==> config.mk <==
export PLATFORM = sky130hd
export DESIGN_NAME = stopwatch_mmss
export DESIGN_NICKNAME = d
export VERILOG_FILES = /design/src/rtl/stopwatch_mmss.sv
export SDC_FILE = /design/constraint.sdc
export NUM_CORES = 1
export LEC_CHECK = 0
export ABC_AREA = 1
export CAP_MARGIN = 20
export CORE_MARGIN = 2
export CORE_UTILIZATION = 56
export CTS_CLUSTER_SIZE = 10
export DETAILED_ROUTE_END_ITERATION = 10
export PLACE_DENSITY = 0.8
export SLEW_MARGIN = 20
export SYNTH_ARGS = -nofsm -noshare
export SYNTH_HDL_FRONTEND = slang
export SYNTH_SLANG_ARGS = --single-unit
==> constraint.sdc <==
create_clock -name clk -period 2.55 [get_ports clk]
set_input_delay 0.765 -clock clk [delete_from_list [all_inputs] [get_ports clk]]
set_output_delay 0.765 -clock clk [all_outputs]
set_load 0.05 [all_outputs]
==> src/rtl/stopwatch_mmss.sv <==
// MM:SS BCD stopwatch with start/pause/clear control and
// a four-digit multiplexed seven-segment scan for Basys 3.
module stopwatch_mmss #(
  parameter int REFRESH_DIV = 100_000
) (
  input  logic       clk,
  input  logic       reset,
  input  logic       clock_half,
  input  logic       btn_start,
  input  logic       btn_clear,
  output logic       running,
  output logic [3:0] sec_o,
  output logic [3:0] sec_t,
  output logic [3:0] min_o,
  output logic [3:0] min_t,
  output logic       rollover,
  output logic [3:0] an,
  output logic [6:0] seg,
  output logic       dp
);

  localparam int CW = (REFRESH_DIV > 2) ? $clog2(REFRESH_DIV) : 1;
  localparam logic [CW-1:0] LAST = CW'(REFRESH_DIV - 1);

  typedef enum logic [1:0] {
    IDLE,
    RUN,
    PAUSE
  } state_t;

  state_t state_q, state_d;

  logic [2:0] ch_q, ch_d;
  logic [2:0] bs_q, bs_d;
  logic [2:0] bc_q, bc_d;

  logic [3:0] sec_o_q, sec_o_d;
  logic [3:0] sec_t_q, sec_t_d;
  logic [3:0] min_o_q, min_o_d;
  logic [3:0] min_t_q, min_t_d;
  logic       roll_q, roll_d;

  logic [CW-1:0] cnt_q, cnt_d;
  logic [1:0]    sel_q, sel_d;
  logic [3:0]    an_q, an_d;
  logic [6:0]    seg_q, seg_d;
  logic          dp_q, dp_d;

  logic tick, start_evt, clr_evt;
  logic inc, clr_time;
  logic [3:0] digit;

  // bit0/bit1 synchronize, bit2 holds history for edge detect
  always_comb begin
    ch_d = {ch_q[1:0], clock_half};
    bs_d = {bs_q[1:0], btn_start};
    bc_d = {bc_q[1:0], btn_clear};
  end

  assign tick      = ch_q[1] & ~ch_q[2];
  assign start_evt = bs_q[1] & ~bs_q[2];
  assign clr_evt   = bc_q[1] & ~bc_q[2];

  always_comb begin
    state_d  = state_q;
    inc      = 1'b0;
    clr_time = 1'b0;
    unique case (state_q)
      IDLE: begin
        if (!clr_evt && start_evt)
          state_d = RUN;
      end
      RUN: begin
        if (clr_evt) begin
          state_d  = IDLE;
          clr_time = 1'b1;
        end else if (start_evt) begin
          state_d = PAUSE;
        end else if (tick) begin
          inc = 1'b1;
        end
      end
      PAUSE: begin
        if (clr_evt) begin
          state_d  = IDLE;
          clr_time = 1'b1;
        end else if (start_evt) begin
          state_d = RUN;
        end
      end
      default: state_d = IDLE;
    endcase
  end

  always_comb begin
    sec_o_d = sec_o_q;
    sec_t_d = sec_t_q;
    min_o_d = min_o_q;
    min_t_d = min_t_q;
    roll_d  = 1'b0;
    if (clr_time) begin
      sec_o_d = 4'd0;
      sec_t_d = 4'd0;
      min_o_d = 4'd0;
      min_t_d = 4'd0;
    end else if (inc) begin
      if (sec_o_q == 4'd9) begin
        sec_o_d = 4'd0;
        if (sec_t_q == 4'd5) begin
          sec_t_d = 4'd0;
          if (min_o_q == 4'd9) begin
            min_o_d = 4'd0;
            if (min_t_q == 4'd5) begin
              min_t_d = 4'd0;
              roll_d  = 1'b1;
            end else begin
              min_t_d = min_t_q + 4'd1;
            end
          end else begin
            min_o_d = min_o_q + 4'd1;
          end
        end else begin
          sec_t_d = sec_t_q + 4'd1;
        end
      end else begin
        sec_o_d = sec_o_q + 4'd1;
      end
    end
  end

  // Scan reads live digits so changes appear without waiting a frame
  always_comb begin
    cnt_d = (cnt_q == LAST) ? '0 : cnt_q + 1'b1;
    sel_d = (cnt_q == LAST) ? sel_q + 2'd1 : sel_q;
    unique case (sel_q)
      2'd0:    digit = sec_o_q;
      2'd1:    digit = sec_t_q;
      2'd2:    digit = min_o_q;
      default: digit = min_t_q;
    endcase
    an_d = ~(4'b0001 << sel_q);
    dp_d = ~(sel_q == 2'd2);
    case (digit)
      4'd0:    seg_d = 7'b1000000;
      4'd1:    seg_d = 7'b1111001;
      4'd2:    seg_d = 7'b0100100;
      4'd3:    seg_d = 7'b0110000;
      4'd4:    seg_d = 7'b0011001;
      4'd5:    seg_d = 7'b0010010;
      4'd6:    seg_d = 7'b0000010;
      4'd7:    seg_d = 7'b1111000;
      4'd8:    seg_d = 7'b0000000;
      4'd9:    seg_d = 7'b0010000;
      default: seg_d = 7'b1111111;
    endcase
  end

  always_ff @(posedge clk or posedge reset) begin
    if (reset) begin
      state_q <= IDLE;
      ch_q    <= '0;
      bs_q    <= '0;
      bc_q    <= '0;
      sec_o_q <= '0;
      sec_t_q <= '0;
      min_o_q <= '0;
      min_t_q <= '0;
      roll_q  <= 1'b0;
      cnt_q   <= '0;
      sel_q   <= '0;
      an_q    <= 4'b1110;
      seg_q   <= 7'b1000000;
      dp_q    <= 1'b1;
    end else begin
      state_q <= state_d;
      ch_q    <= ch_d;
      bs_q    <= bs_d;
      bc_q    <= bc_d;
      sec_o_q <= sec_o_d;
      sec_t_q <= sec_t_d;
      min_o_q <= min_o_d;
      min_t_q <= min_t_d;
      roll_q  <= roll_d;
      cnt_q   <= cnt_d;
      sel_q   <= sel_d;
      an_q    <= an_d;
      seg_q   <= seg_d;
      dp_q    <= dp_d;
    end
  end

  assign running  = (state_q == RUN);
  assign sec_o    = sec_o_q;
  assign sec_t    = sec_t_q;
  assign min_o    = min_o_q;
  assign min_t    = min_t_q;
  assign rollover = roll_q;
  assign an       = an_q;
  assign seg      = seg_q;
  assign dp       = dp_q;

endmodule

Word level (Yosys, flattened, before mapping):

Memories as Yosys holds them, arrays and structs flattened. A register that Yosys moved wholly into a read port is not among the register bits.
Cells that the tools add are included.

* flip-flop bits (word level): 52
* output and inout port bits: 30
* memories: 1
* bits in latches: 0
* bits in writable memories: 0
* bits in read-only memories: 112

* muxes and demuxes: 38
* reductions and logical operators: 13
* bitwise operators: 8
* divide/modulo/power cells: 0
* multipliers: 0
* shift operators: 1
* add/sub/neg operators: 6
* equal/unequal tests: 12
* order comparisons: 0

Memories
* (name not given): depth 16, bits a word 7, rd ports 1, clocked after memory_dff 1, write ports 0, RTL line 143 `case (digit)`

Operators with widths (number)
* 4-bit 2-to-1 mux: 18
* 17-bit by 1-bit adder with 17-bit output (second input constant): 1
* 17-bit == test (second input constant): 1
* 17-bit 2-to-1 mux: 1
* 4-bit by 1-bit adder with 4-bit output (second input constant): 4
* 1-bit 2-to-1 mux: 12
* 4-bit case mux with 3 select lines: 1
* 2-bit 2-to-1 mux: 5
* 4-bit by 3-bit == test with 1-bit output (second input constant): 2
* 4-bit == test (second input constant): 2
* 2-bit nonzero test: 4
* 2-bit case mux with 3 select lines: 1
* 3-bit AND reduction: 2
* 2-bit by 1-bit == test with 1-bit output (second input constant): 2
* 2-bit == test (second input constant): 2
* 2-bit zero test: 2
* 1-bit inverter: 4
* 4-bit inverter: 1
* 4-bit AND reduction: 1
* 1-bit by 2-bit left shift with 4-bit output (first input constant): 1
* 1-bit bitwise AND: 3
* 3-bit by 1-bit != test with 1-bit output (second input constant): 1
* 3-bit != test (second input constant): 1
* 2-bit by 1-bit adder with 2-bit output (second input constant): 1
* 5 further kinds: 5

Longest topological paths before layout:

* depth after elaboration: 8
* mapped depth: 11

Worst setup path before layout:

Ideal clock, no wire load.

* kind: flip-flop to flip-flop
* start point: reg sel_q[0]
* end point: reg seg_q[3] (netlist: seg[3])
* setup slack: 0.791 ns
* path buffers: 0
* arrival time: 1.641 ns
* cell stages (with the launch flop): 11
* period minus slack after synthesis: 1.759 ns
* cell sequence: dfrtp_1 inv_1 ha_1 nand2_1 nand2_1 o21ai_0 ha_1 nand2_1 nand2_1 nand2_1 nand2_1

* word-level cells in the longest chain between the ends: 2

Ends and longest elaborated chain
* start: declaration: RTL line 44 `logic [1:0] sel_q, sel_d;`
* start signal: assignment: RTL line 185 `sel_q <= sel_d;`
* 2-bit == test, or another cell as far along: RTL line 135 `unique case (sel_q)`
* 4-bit case mux with 3 select lines (*): RTL line 135
* end: declaration: RTL line 46 `logic [6:0] seg_q, seg_d;`

Mark *: on every way between the ends. The rest lies on a longest branch, timed or not.
A chain may end at the register's enable or synchronous reset.

Final worst setup path:

* start point: reg sec_o_q[0] (netlist: sec_o[0])
* end point: out sec_o[0]

RTL lines
* start: declaration: RTL line 37 `logic [3:0] sec_o_q, sec_o_d;`
* start signal: assignment: RTL line 179 `sec_o_q <= sec_o_d;`
* end: declaration: RTL line 12 `output logic [3:0] sec_o,`

No word-level cell between the ends.

==> flow_summary.yaml <==
floorplanning:
  placement_rows: 26
  die_y_um: 77.8
  die_x_um: 77.8
  initial_utilization_pct: 59.0
  ios: 35
  dieArea_um2: 6050
  core_area_um2: 5170
final_layout:
  final_nets: 430
  area_delta_synth_final_pct: 20.9
  multi_input_area_um2: 1390
  n_fill_cell: 397
  drive_above_1_share_pct: 10.8
  fin_util_pct: 71.3
  seq_area_um2: 1460
  antennaDiodeCount: 0
placed_design:
  gp_congestion: 0.883
  io_buffer_count: 34
  dp_hpwl_um: 4170
clock_tree:
  htreeDepth: 3
  ctsLongestPathBuffers: 2
  cts_hold_buf: 0
  cts_root_buf: "clkbuf_8"
  clkSinkCount: 58
  clk_pin_slew_ns: 0.06
  cts_buffers: 9
  clk_latency_ns: 0.35
  tritoncts: "done"
  cts_resized: 0
  post-cts-setup-buffers: 0
critical_path:
  crit_fanout: 7
  path_buf_inv: 1
  startpoint_type: "register"
  worst_ep_arrival_time_ns: 1.66
  worst_ep_required_time_ns: 1.79
  criticalPathCategory: "reg2out"
  crit_path_max_incr_delay_ns: 0.86
  crit_path_cell_trace: "clkdlybuf4s50_1"
  crit_slowest_cell: "clkdlybuf4s50_1"
  cp-end-kind: "output pin"
  path_delay_family: "buffers and inverters"
grt:
  grt_first_pass_wirelength_um: 9980
  grt-ovfl-total: 0
  grt_antenna_before_repair: 0
  grt_pass1_vias: 2257
  grt_max_degree: 59
  grt_util_all_layers_pct: 21.1
timing:
  hold_violations: 0
  final.period_utilization_pct: 95.2
  holdWs_ns: 0.354
  slew-limit-headroom_pct: 63.9
  finalClockSkew_ns: 0.00835
  fmax_mhz: 412
  timing.final.crit_period_ns: 2.43
  rsz0062_at_grt: "no"
  setup_viol: 0
  slew_violations: 0
  setup_tns_ns: 0
  worst_slew_pin_slew_ns: 0.541
run_status:
  status: "complete, no violations"
yosys:
  ys_ff_latch: 58
  synth.net_count: 386
  netlist_instances: 360
  synth_cell_types: 30
  ys_warn_count: 0
  postSynthAreaPerCell_um2: 8.47
  synth-seq-area-share_pct: 47.7
  synth_area_um2: 3050
pwr:
  power-per-cell-area_nw_per_um2: 815
  power_w: 0.00301
  combPwrFrac_pct: 33.4
  peakVddDrop_mv: 0.682
  intPower_w: 0.00187
  p_seq_share_pct: 37.7
  switching_power_w: 0.00114
  pwr-share-clk_pct: 28.9
  leakagePower_nw: 1.83
  swShare_pct: 37.9
hold_path:
  holdCritPathClass: "reg2reg"
routing:
  routedWlPerCell_um: 12.2
  drt_wl_total_um: 5820
  drc: 0
  num_vias: 2409
  first_iter_violations: 93
  vias_per_cell: 5.03
  drtAntennaViolNets: 0
  first_pass_iters: 5
run:
  max_cap_violations: 0
-- per-layer routing --
metal,wire length [µm],part of all wire (%),GRT usage (%)
met1,2710,47,27.1
met4,148,2.5,10.9
met5,0,0,0
met2,2700,46,33.5
met3,264,4.5,4.65
-- sequential cells by signal, summed over array words and instances (netlist names) --
signal	flops
an	3
rollover	1
min_o	4
dp	1
state_q	2
sec_o	4
bc_q	3
sel_q	2
min_t	4
cnt_q	17
sec_t	4
bs_q	3
seg	7
ch_q	3
-- placed cells by master, fill, tap and decap left out --
master           instances
inv_1                   46
dfrtp_1                 54
or2_1                    1
o21ai_1                  4
clkinv_2                 3
nand2_1                 92
buf_12                   1
nor3_1                   9
a31oi_1                  1
clkinvlp_4               1
a21o_1                   1
bufinv_16                1
o21ai_0                 18
dfstp_2                  4
inv_2                    5
nand2_4                  1
buf_4                    1
o21ai_2                  3
or2_2                    4
nor4_1                   1
nor3b_1                  2
nor2_1                  34
nand4_1                  7
clkbuf_8                11
nand2_2                  3
xor2_1                  11
a21oi_1                  3
xnor2_1                  3
nand3_2                  2
nand3_1                 21
clkdlybuf4s50_1         33
nand3_4                  1
o22ai_1                  3
ha_1                    21
nor2_4                   3
-- power groups by stage --
stage	registers [W]	logic [W]	clock network, W
5_1_grt	0.00115	0.00111	0.000926
3_3_place_gp	0.00114	0.000982	0
6_report	0.00113	0.00101	0.000868
4_1_cts	0.00114	0.00101	0.000881
3_5_place_dp	0.00115	0.00100	0
2_1_floorplan	0.00142	0.000447	0
-- final timing paths --
| kind | from | end | slack [ns] | cells past startpoint |
|---|---|---|---|---|
| min in group asynchronous | reset | sec_t[3] | 0.79 | 3 |
| setup / recovery | sec_o[0] | sec_o[0] | 0.12 | 1 |
| max in group asynchronous | reset | dp | 1.47 | 3 |
| hold / removal | ch_q[0] | ch_q[1] | 0.35 | 0 |
| hold reg to reg | ch_q[0] | ch_q[1] | 0.35 | 0 |
| setup reg to reg | sel_q[0] | seg[3] | 0.48 | 11 |
-- kinds of logic (layout without fill, tap and decap cells) --
logic type      after synthesis  count (layout)  share of synthesized area [%]
fa+ha+maj                    21              21                           8.61
flops                        58              58                           47.7
simple gates                181             181                           26.9
xor+xnor                     14              14                           4.02
compound gates               33              33                           6.03
buf+inv                      53             102                           6.69
-- Yosys cell counts --
master    n  area [µm²]
ha_1     21         263
inv_1    47         176
xnor2_1   3        26.3
nand2_4   1        11.3
nor4_1    1        6.26
dfrtp_1  54        1350
o21ai_1   4        20.0
nor3_1    9        45.0
nand4_1   7        43.8
a21o_1    1        7.51
nand3_1  21         105
a21oi_1   3        15.0
buf_4     1        7.51
xor2_1   11        96.3
o21ai_2   3        26.3
or2_2     4        25.0
dfstp_2   4         105
buf_2     1        5.00
nand3_2   2        20.0
nor2_4    3        33.8
nor3b_1   2        15.0
nand2_1  92         345
inv_2     4        15.0
o22ai_1   3        18.8
or2_1     1        6.26
nand3_4   1        17.5
o21ai_0  18        90.1
nand2_2   3        18.8
nor2_1   34         128
a31oi_1   1        6.26
-- through the flow --
step	area (µm²)	std cells	setup WS (ns)
after detailed placement	3480	463	0.482
after global placement	3480	463	0.492
final	3690	479	0.123
after floorplan	3050	360	0.364
after global routing	3690	479	0.0723
after CTS	3690	479	0.110
-- final cells by class --
| class | instances | area share, % |
|---|---|---|
| flip-flops and latches | 58 | 39.5 |
| well taps | 70 | 2.38 |
| clock buffers | 11 | 4.11 |
| inverters | 51 | 5.19 |
| multi-input cells | 249 | 37.7 |
| repair buffers | 35 | 9.70 |
| clock inverters | 5 | 1.43 |
(Power assumes the default switching activity.)
